[config.mk]
export PLATFORM = sky130hd
export DESIGN_NAME = writeback_stage_p
export DESIGN_NICKNAME = d
export VERILOG_FILES = /design/src/rtl/rv_pkg.sv /design/src/rtl/wb_load_align.sv /design/src/rtl/writeback_stage_p.sv
export SDC_FILE = /design/constraint.sdc
export NUM_CORES = 1
export LEC_CHECK = 0
export CORE_ASPECT_RATIO = 0.9
export CORE_MARGIN = 2
export CORE_UTILIZATION = 43
export CTS_BUF_LIST = sky130_fd_sc_hd__clkbuf_2
export CTS_CLUSTER_DIAMETER = 40
export DETAILED_ROUTE_END_ITERATION = 10
export PLACE_DENSITY = 0.84
export REMOVE_ABC_BUFFERS = 1
export SLEW_MARGIN = 0
export SYNTH_ARGS = -nofsm -noshare
export SYNTH_HDL_FRONTEND = slang
export SYNTH_HIERARCHICAL = 1
export SYNTH_SLANG_ARGS = --single-unit
[constraint.sdc]
create_clock -name i_clk -period 5.1 [get_ports i_clk]
set_input_delay 1.02 -clock i_clk [delete_from_list [all_inputs] [get_ports i_clk]]
set_output_delay 1.02 -clock i_clk [all_outputs]
set_load 0.03 [all_outputs]
[src/rtl/rv_pkg.sv]
// Shared RV definitions: load funct3 codes, writeback FSM encoding, XLEN legality check.
package rv_pkg;
    localparam logic [2:0] F3_LB  = 3'b000;
    localparam logic [2:0] F3_LH  = 3'b001;
    localparam logic [2:0] F3_LW  = 3'b010;
    localparam logic [2:0] F3_LD  = 3'b011;
    localparam logic [2:0] F3_LBU = 3'b100;
    localparam logic [2:0] F3_LHU = 3'b101;
    localparam logic [2:0] F3_LWU = 3'b110;

    localparam logic [0:0] WB_IDLE = 1'b0;
    localparam logic [0:0] WB_WAIT = 1'b1;

    function automatic bit xlen_ok(input int xlen);
        return (xlen == 32) || (xlen == 64);
    endfunction
endpackage

[src/rtl/wb_load_align.sv]
// Combinational load data aligner: byte-offset shift then sign/zero extension by funct3.
module wb_load_align
    import rv_pkg::*;
#(
    parameter int XLEN = 32,
    parameter int AW   = $clog2(XLEN/8)
) (
    input  logic [XLEN-1:0] i_data,
    input  logic [2:0]      i_funct3,
    input  logic [AW-1:0]   i_addr_lo,
    output logic [XLEN-1:0] o_data
);
    logic [XLEN-1:0] w_sh;

    assign w_sh = i_data >> {i_addr_lo, 3'b000};

    // Casting a signed slice up to XLEN sign-extends; at XLEN=32 LW is a plain pass.
    always_comb begin
        o_data = '0;
        case (i_funct3)
            F3_LB:   o_data = XLEN'($signed(w_sh[7:0]));
            F3_LH:   o_data = XLEN'($signed(w_sh[15:0]));
            F3_LW:   o_data = XLEN'($signed(w_sh[31:0]));
            F3_LBU:  o_data = XLEN'(w_sh[7:0]);
            F3_LHU:  o_data = XLEN'(w_sh[15:0]);
            F3_LD:   if (XLEN == 64) o_data = w_sh;
            F3_LWU:  if (XLEN == 64) o_data = XLEN'(w_sh[31:0]);
            default: o_data = '0;
        endcase
    end
endmodule

[src/rtl/writeback_stage_p.sv]
// Writeback stage: result select, load wait with stall/timeout, registered regfile write port.
// Optional macro WB_INSTRET_EN adds a 64-bit retired-instruction counter on o_instret.
module writeback_stage_p
    import rv_pkg::*;
#(
    parameter int XLEN         = 32,
    parameter int RADDR_W      = 5,
    parameter int LOAD_TIMEOUT = 16
) (
    input  logic                       i_clk,
    input  logic                       i_rst,
    input  logic                       i_ce,
    input  logic [2:0]                 i_funct3,
    input  logic                       i_opcode_load,
    input  logic                       i_opcode_system,
    input  logic [$clog2(XLEN/8)-1:0]  i_addr_lo,
    input  logic [XLEN-1:0]            i_dmem_data,
    input  logic                       i_dmem_ack,
    input  logic [XLEN-1:0]            i_csr_out,
    input  logic [XLEN-1:0]            i_rd,
    input  logic                       i_wr_rd,
    input  logic [RADDR_W-1:0]         i_rd_addr,
    output logic                       o_wr_rd,
    output logic [RADDR_W-1:0]         o_rd_addr,
    output logic [XLEN-1:0]            o_rd,
    output logic                       o_stall,
    output logic                       o_flush,
    output logic                       o_load_err,
    output logic [63:0]                o_instret
);
    localparam int AW = $clog2(XLEN/8);
    localparam int CW = $clog2(LOAD_TIMEOUT+1);
    localparam logic [CW-1:0] CNT_MAX = CW'(LOAD_TIMEOUT);

    if (!xlen_ok(XLEN)) begin : g_bad_xlen
        $error("writeback_stage_p: XLEN must be 32 or 64");
    end

    logic [0:0]         r_state;
    logic [CW-1:0]      r_cnt;
    logic [2:0]         r_f3;
    logic [AW-1:0]      r_alo;
    logic [RADDR_W-1:0] r_rda;
    logic               r_wr;
    logic               r_wr_rd;
    logic [RADDR_W-1:0] r_rd_addr;
    logic [XLEN-1:0]    r_rd;
    logic               r_tmo;

    logic               w_wait;
    logic [2:0]         w_f3;
    logic [AW-1:0]      w_alo;
    logic [RADDR_W-1:0] w_rda;
    logic               w_wr;
    logic [XLEN-1:0]    w_ld;
    logic [XLEN-1:0]    w_result;
    logic               w_commit;
    logic               w_timeout;
    logic               w_start;

    // In WAIT the live instruction fields belong to younger work; use the captured copy.
    assign w_wait = (r_state == WB_WAIT);
    assign w_f3   = w_wait ? r_f3  : i_funct3;
    assign w_alo  = w_wait ? r_alo : i_addr_lo;
    assign w_rda  = w_wait ? r_rda : i_rd_addr;
    assign w_wr   = w_wait ? r_wr  : i_wr_rd;

    wb_load_align #(.XLEN(XLEN), .AW(AW)) u_align (
        .i_data    (i_dmem_data),
        .i_funct3  (w_f3),
        .i_addr_lo (w_alo),
        .o_data    (w_ld)
    );

    assign w_result  = (w_wait || i_opcode_load) ? w_ld :
                       (i_opcode_system && (i_funct3 != 3'b000)) ? i_csr_out : i_rd;
    assign w_start   = !w_wait && i_ce && i_opcode_load && !i_dmem_ack;
    assign w_commit  = w_wait ? i_dmem_ack : (i_ce && !w_start);
    assign w_timeout = w_wait && !i_dmem_ack && (r_cnt == CNT_MAX);
    assign o_stall   = w_wait ? !i_dmem_ack : w_start;

    always_ff @(posedge i_clk) begin
        if (i_rst) begin
            r_state   <= WB_IDLE;
            r_cnt     <= '0;
            r_f3      <= '0;
            r_alo     <= '0;
            r_rda     <= '0;
            r_wr      <= 1'b0;
            r_wr_rd   <= 1'b0;
            r_rd_addr <= '0;
            r_rd      <= '0;
            r_tmo     <= 1'b0;
        end else begin
            r_wr_rd <= w_commit && w_wr && (w_rda != '0);
            r_tmo   <= w_timeout;
            if (w_commit) begin
                r_rd_addr <= w_rda;
                r_rd      <= w_result;
            end
            case (r_state)
                WB_IDLE: begin
                    if (w_start) begin
                        r_state <= WB_WAIT;
                        r_cnt   <= CW'(1);
                        r_f3    <= i_funct3;
                        r_alo   <= i_addr_lo;
                        r_rda   <= i_rd_addr;
                        r_wr    <= i_wr_rd;
                    end
                end
                WB_WAIT: begin
                    if (i_dmem_ack || w_timeout) begin
                        r_state <= WB_IDLE;
                        r_cnt   <= '0;
                    end else begin
                        r_cnt <= r_cnt + CW'(1);
                    end
                end
                default: begin
                    r_state <= WB_IDLE;
                    r_cnt   <= '0;
                end
            endcase
        end
    end

    assign o_wr_rd    = r_wr_rd;
    assign o_rd_addr  = r_rd_addr;
    assign o_rd       = r_rd;
    assign o_flush    = r_tmo;
    assign o_load_err = r_tmo;

`ifdef WB_INSTRET_EN
    logic [63:0] r_instret;

    always_ff @(posedge i_clk) begin
        if (i_rst) r_instret <= '0;
        else if (w_commit) r_instret <= r_instret + 64'd1;
    end

    assign o_instret = r_instret;
`else
    assign o_instret = '0;
`endif
endmodule

# Yosys cells after proc, flatten, opt, wreduce, memory -nomap -nowiden
# Cells that the tools add are included.
dict set report word_totals {
  ff_bits 56
  latch_bits 0
  ramBits 0
  romBits 0
  input_bits 113
  output_inout_bits 105
  elab_cells 52
  mem_count 0
}
dict set report op_classes {
  addsub 1
  mul 0
  n_div 0
  n_lt_le_gt_ge 0
  n_eq_ne 6
  shift 1
  n_mux 15
  n_bitwise 1
  reduce_logical 18
}
# cell n
set op_table {}
lappend op_table {{$pmux W32 S5} 1}
lappend op_table {{$mux W32} 2}
lappend op_table {{$shr A32 B5 Y32} 1}
lappend op_table {{$mux W5} 3}
lappend op_table {{$pmux W5 S2} 1}
lappend op_table {{$logic_and A1 B1 Y1} 9}
lappend op_table {{$eq A3 B3 Y1 const B} 2}
lappend op_table {{$add A5 B1 Y5 const B} 1}
lappend op_table {{$eq A5 B5 Y1 const B} 1}
lappend op_table {{$mux W1} 5}
lappend op_table {{$reduce_bool A5 Y1} 1}
lappend op_table {{$eq A3 B1 Y1 const B} 1}
lappend op_table {{$eq A3 B2 Y1 const B} 1}
lappend op_table {{$logic_not A1 Y1} 3}
lappend op_table {{$logic_not A3 Y1} 1}
lappend op_table {{$mux W3} 1}
lappend op_table {{$reduce_bool A3 Y1} 1}
lappend op_table {{$logic_or A1 B1 Y1} 2}
lappend op_table {{$mux W2} 1}
lappend op_table {{$ne A2 B2 Y1 const B} 1}
lappend op_table {{$pmux W1 S2} 1}
lappend op_table {{$reduce_and A2 Y1} 1}
lappend op_table {{$not A1 Y1} 1}

# Logic depth before layout (Yosys ltp)
# Gate-level depths: netlist (run 1).
dict set report logic_depth {
  depth_word 9
  depth_mapped 13
  ltp_nobuf 8
}

# Hierarchy
# Netlist (run 1), hierarchy kept.
# module instances cells_per_inst area_each_um2 seq_area_each_um2
set modules_own_cells {}
lappend modules_own_cells {writeback_stage_p 1 461 3753.6 1121.1}
lappend modules_own_cells {wb_load_align 1 109 803.3 0.0}

# Least setup slack after synthesis (run 1)
# Ideal clock, no wire load.
dict set report synth_timing {
  kind {in2out}
  from {input port i_dmem_ack}
  to {output port o_stall}
  t_arrival_ns 1.865
  required_time_ns 4.080
  setup_slack_ns 2.215
  path_stages 4
  path_buffers 2
  path_cell_list {buf_2 > nand4bb_1 > clkbuf_1 > nand2_1}
}
dict set report synth_between {
  elab_chain_len 3
}
# item line
set synth_rtl {}
lappend synth_rtl {{from (decl)} writeback_stage_p.sv:18} ;# input logic i_dmem_ack,
lappend synth_rtl {{$logic_not A1 Y1 *} {writeback_stage_p.sv:77, writeback_stage_p.sv:80}}
lappend synth_rtl {{$logic_and A1 B1 Y1} writeback_stage_p.sv:77} ;# assign w_start = !w_wait && i_ce && i_opcode_load && !i_dmem_ack;
lappend synth_rtl {{$mux W1 *} writeback_stage_p.sv:80} ;# assign o_stall = w_wait ? !i_dmem_ack : w_start;
lappend synth_rtl {{to (decl)} writeback_stage_p.sv:26} ;# output logic o_stall,
# Mark *: on every way between the ends. The rest lies on a longest branch, timed or not.

# Worst setup path in the final report (run 1)
dict set report layout_timing {
  from {input port i_opcode_load}
  to {output port o_stall}
}
dict set report layout_between {
  elab_chain_len 3
}
# item line
set layout_rtl {}
lappend layout_rtl {{from (decl)} writeback_stage_p.sv:14} ;# input logic i_opcode_load,
lappend layout_rtl {{$logic_and A1 B1 Y1 (2 in a row)} writeback_stage_p.sv:77}
lappend layout_rtl {{$mux W1} writeback_stage_p.sv:80}
# Every way passes these cells.

==> results_dict.tcl, run 1 <==
set metrics [dict create \
    status "complete, no violations" \
    ys_types 52 \
    h-tree-depth 2 \
    ys_seq_area_share_pct 24.6 \
    clkSinkCount 56 \
    leakage_nw 2.12 \
    firstDrtPassIters 7 \
    powerDensity_nw_per_um2 208 \
    slew_headroom_pct 18.8 \
    ir_drop_v 0.0000981 \
    fin_ws_ns 1.05 \
    hold_violations 0 \
    total_power_w 0.00121 \
    fmax_mhz 247 \
    setup_violations 0 \
    vias 4587 \
    place_ws_ns 1.10 \
    coreArea_sq_um 10300 \
    synthArstFlopShare_pct 0 \
    rows 35 \
    cts_tree "yes" \
    overflow 0 \
    initial_core_util_pct 44.3 \
    synth_edf_count 0 \
    finalCritPeriodShare_pct 79.3 \
    maxCapViolCount 0 \
    cts_root_buf "clkbuf_2" \
    cp.arrival_ns 3.03 \
    crit_required_ns 4.08 \
    cts_setup_buffers 0 \
    place_inst 803 \
    rsz0062_at_grt "no" \
    syn_to_final_growth_pct 27.8 \
    die_y_um 102 \
    synth_warnings 6 \
    antenna_found_initial 0 \
    cts_buffer_depth 2 \
    ant_nets 0 \
    avgViaCountPerCell 5.66 \
    crit_type "primary input to primary output" \
    layout.cells.non_filler 811 \
    clkTransAtPathRegs_ns 0.29 \
    syn_area_per_cell_sq_um 7.99 \
    nNetsFinal 796 \
    hp-class "register to register" \
    die_x_um 113 \
    setup_tns_ns 0 \
    diodes 0 \
    grt_pass1_wl_um 20500 \
    syn_area_sq_um 4560 \
    holdWs_ns 0.475 \
    synth_ff_type "dfxtp_1" \
    slew_viol_final 0 \
    cts_hold_buf 0 \
    ys_ff_latch 56 \
    grt_max_degree 57 \
    die_area_sq_um 11400 \
    worst_setup_path_end_kind "primary output" \
    first_global_vias 4219 \
    gp_congestion 0.884 \
    cts_inserted_buffers 5 \
    ios 218 \
    critPathLaunchType "primary input" \
    clock_skew_ns 0.0216 \
    dp_hpwl_um 9880 \
    tightest_slew_ns 1.22 \
    drc 0 \
    synthCells 570 \
    critPathMaxFanout 12 \
    track_usage_pct 21.7 \
    port_buffers 153 \
    worst_skew_pair.late_latency_ns 0.48 \
    routed_wl_um 13600 \
    drive_gt1_share_pct 9.97 \
    drt_iter0_drc 273 \
    post_cts_resized 0 \
    period_minus_slack_ns 4.05 \
    avgRoutedWirePerCell_um 16.7 \
]
[power breakdown]
group | total (W) | internal (W) | switching, W | leakage (nW)
clock | 0.000194 | 0.0000369 | 0.000157 | 0.0271
sequential | 0.000489 | 0.000470 | 0.0000194 | 0.460
combinational | 0.000526 | 0.000220 | 0.000306 | 1.63
[final timing paths]
check,slack (ns),start,cells after the start,end
min,0.48,r_f3[1]$_SDFFE_PP0P_,2,r_f3[1]$_SDFFE_PP0P_
max,1.05,i_opcode_load,4,o_stall
min reg2reg,0.48,r_f3[1]$_SDFFE_PP0P_,2,r_f3[1]$_SDFFE_PP0P_
max reg2reg,1.41,r_state$_SDFF_PP0_,8,o_rd[30]$_SDFFE_PP0P_
[worst max-delay path, stage by stage]
cell and delay (ns):
clkdlybuf4s50_1 0.62, nand4bb_1 0.51, nand2_1 0.19, clkdlybuf4s50_1 0.69
[cells in the final DEF, fill, tap and decap left out, types with 2 or more instances in the layout]
master	count
clkdlybuf4s50_1	152
nand3_1	70
conb_1	64
dfxtp_1	56
a21oi_1	54
nand2b_1	34
nand2_1	33
a21oi_2	30
a311oi_1	29
mux2i_1	25
a211oi_1	19
nor2b_1	11
o21ai_1	9
a21o_1	8
nand3b_1	7
o21ai_0	7
mux2_2	6
buf_4	6
o2bb2ai_1	6
clkbuf_2	5
nor3_1	4
a31oi_1	3
nor2_1	3
a311oi_2	3
inv_1	2
nand4bb_1	2
nor2_4	2
or2_2	2
or3_1	2
ha_1	2
clkinvlp_4	2
nor2_2	2
[synthesized netlist by cell type, types with 2 or more instances]
master | count | share of area (%)
nand3_1 | 70 | 7.7
buf_4 | 68 | 11
dfxtp_1 | 56 | 25
a21oi_1 | 54 | 5.9
nand2b_1 | 34 | 4.7
nand2_1 | 33 | 2.7
a21oi_2 | 30 | 5.8
a311oi_1 | 29 | 5.6
buf_2 | 29 | 3.2
mux2i_1 | 25 | 5.5
a211oi_1 | 19 | 3.1
clkbuf_1 | 16 | 1.3
nor2b_1 | 11 | 1.5
o21ai_1 | 9 | 0.99
a21o_1 | 8 | 1.3
nand3b_1 | 7 | 1.2
o21ai_0 | 7 | 0.77
mux2_2 | 6 | 1.5
o2bb2ai_1 | 6 | 1.2
buf_6 | 5 | 1.2
nor2_1 | 4 | 0.33
nor3_1 | 4 | 0.44
a311oi_2 | 3 | 0.99
a31oi_1 | 3 | 0.41
ha_1 | 2 | 0.55
inv_1 | 2 | 0.16
nand4bb_1 | 2 | 0.49
nor2_2 | 2 | 0.27
or2_1 | 2 | 0.27
or3_1 | 2 | 0.27
[metrics by stage]
stage	instance area [sq um]	util (%)
2_1_floorplan	4020	-
6_report	5820	56.6
5_1_grt	5820	56.6
4_1_cts	5820	56.6
3_5_place_dp	5770	56.1
3_3_place_gp	5770	56.1
[cell type report]
type	count	area, sq um
clock inverter	3	26.3
fill	924	4470
sequential	56	1120
inverter	2	7.51
timing repair buffer	159	1570
tap	129	161
clock buffer	5	25.0
multi-input combinational	457	2910
[cell families (layout without fill, tap and decap cells)]
kind of cell | count (synthesis) | in the layout | share of synthesized area, %
buffers and inverters | 120 | 169 | 17.1
DFF | 56 | 56 | 24.6
and+or+nand+nor | 183 | 183 | 22.2
muxes | 31 | 31 | 6.97
adders and majority gates | 2 | 2 | 0.549
other | 1 | 64 | 0.0823
AOI/OAI and AO/OA | 177 | 177 | 28.5
[layer usage]
metal / part of all wire, % / routed length [um] / track usage [%]
met2: 49 / 6640 / 38.8
met4: 1.6 / 213 / 6.29
met1: 43 / 5770 / 27.5
met3: 7.0 / 949 / 3.05
met5: 0 / 0 / 0
[state kept, by name (all words and copies together), names as in the netlist]
register   flops
o_rd_addr      5
r_wr           1
o_wr_rd        1
r_cnt          5
r_f3           3
r_rda          5
r_alo          2
o_flush        1
o_rd          32
r_state        1
(Power assumes the default switching activity.)
==> run 2, diff against run 1 <==
clock period = 4.1 ns   (was 5.1 ns; I/O delays follow)
==> results_dict.tcl, run 2 (synthesized netlist as in run 1, its figures left out) <==
set metrics [dict create \
    top_usage_layer "met2" \
    clkTransAtPathRegs_ns 0.31 \
    cts_setup_buffers 0 \
    status "complete, no violations" \
    firstDrtPassIters 5 \
    slew_viol_final 0 \
    avgViaCountPerCell 5.72 \
    setup_violations 0 \
    syn_to_final_growth_pct 28.1 \
    cp_top_family "flip-flops" \
    nNetsFinal 799 \
    ant_nets 0 \
    die_x_um 113 \
    cts_hold_buf 0 \
    avgRoutedWirePerCell_um 17.3 \
    clkSinkCount 56 \
    path_common_cell "buf_4" \
    die_y_um 102 \
    fmax_mhz 308 \
    cp.buffers_inverters 2 \
    worst_setup_path_end_kind "primary output" \
    crit_required_ns 3.28 \
    cp.arrival_ns 2.43 \
    diodes 0 \
    routed_wl_um 14000 \
    grt_pass1_wl_um 21100 \
    coreArea_sq_um 10300 \
    use_met2_pct 38.6 \
    finalCritPeriodShare_pct 79.1 \
    place_inst 806 \
    critPathLaunchType "register" \
    n_fill_cell 917 \
    met3_usage_pct 4.01 \
    layout.cells.non_filler 814 \
    leakage_nw 2.14 \
    setup_tns_ns 0 \
    first_global_vias 4247 \
    track_usage_pct 22.6 \
    largest_reg_flops 32 \
    final_common_cell "clkdlybuf4s50_1" \
    finalCoreUtilization_pct 56.7 \
    rsz0062_at_grt "no" \
    cts_inserted_buffers 5 \
    grt_max_degree 65 \
    cts_buffer_depth 2 \
    cts_tree "yes" \
    design_area_sq_um 5840 \
    port_buffers 153 \
    tightest_slew_ns 1.09 \
    crit_type "register to primary output" \
    final_cell_mix "clkdlybuf4s50_1, nand3_1, conb_1" \
    period_minus_slack_ns 3.25 \
    antenna_found_initial 0 \
    slew_headroom_pct 27.3 \
    post_cts_resized 0 \
    grt_util_met1_pct 29.2 \
    ios 218 \
    hp-class "register to register" \
    worst_skew_pair.late_latency_ns 0.48 \
    powerDensity_nw_per_um2 259 \
    rows 35 \
    hold_violations 0 \
    dp_hpwl_um 10200 \
    ir_drop_v 0.000151 \
    overflow 0 \
    vias 4653 \
    holdWs_ns 0.479 \
    drc 0 \
    worst_path_max_delay_cell "dfxtp_1" \
    initial_core_util_pct 44.3 \
    critPathMaxFanout 15 \
    cp_slowest_stage_delay_ns 0.86 \
    regArea_sq_um 1120 \
    worstPathCellList "buf_4 -> nand4bb_1 -> nand2_1 -> buf_4" \
    gp_congestion 0.930 \
    cts_root_buf "clkbuf_2" \
    drive_gt1_share_pct 10.5 \
    maxCapViolCount 0 \
    h-tree-depth 2 \
    multi_input_area_sq_um 2910 \
    place_area_sq_um 5790 \
    drt_iter0_drc 414 \
    die_area_sq_um 11400 \
    clock_skew_ns 0.0206 \
]
[run 2: cell types whose count changed in the layout (fill, tap and decap cells not counted), sizes merged]
cell,delta
buf,+4
inv,-1
clkinv,+1
clkbuf,+1
clkinvlp,-1
clkdlybuf4s50,-1
[run 2: layout make-up]
| class | instances | area share (%) |
|---|---|---|
| multi-input combinational | 457 | 49.8 |
| timing repair buffer | 162 | 27.3 |
| sequential | 56 | 19.2 |
| tap | 129 | 2.77 |
| clock buffer | 6 | 0.514 |
| clock inverter | 2 | 0.279 |
| inverter | 2 | 0.129 |
[run 2: worst reg2reg max path, cell delays in order (launching register included)]
cell and delay, ns:
dfxtp_1 0.86, mux2_2 0.62, nand2b_4 0.25, a311oi_4 0.36
o211ai_2 0.29, o21ai_1 0.18, nand2b_1 0.14, a21oi_2 0.06
a311oi_1 0.33
[run 2: worst paths after layout]
check / start / endpoint / slack, ns / cells past startpoint
setup / recovery: r_state$_SDFF_PP0_ / o_stall / 0.85 / 4
hold / removal: r_alo[0]$_SDFFE_PP0P_ / r_alo[0]$_SDFFE_PP0P_ / 0.48 / 2
setup reg to reg: r_state$_SDFF_PP0_ / o_rd[22]$_SDFFE_PP0P_ / 0.92 / 8
hold reg to reg: r_alo[0]$_SDFFE_PP0P_ / r_alo[0]$_SDFFE_PP0P_ / 0.48 / 2
[run 2: metrics by stage]
stage	setup WS [ns]	total power [W]
after global placement	0.725	0.00126
after detailed placement	0.675	0.00127
after global routing	0.646	0.00158
after CTS	0.860	0.00151
after floorplan	1.02	0.00100
final	0.855	0.00151
[run 2: layer usage]
metal / vias up / routed length (um)
li1: 2188 / -
met1: 2167 / 6040
met2: 267 / 6590
met3: 31 / 1100
met4: 0 / 320
met5: - / 0
[run 2: power breakdown]
group / internal, W / switching, W
clock: 0.0000456 / 0.000197
combinational: 0.000274 / 0.000386
sequential: 0.000584 / 0.0000243
total: 0.000904 / 0.000608
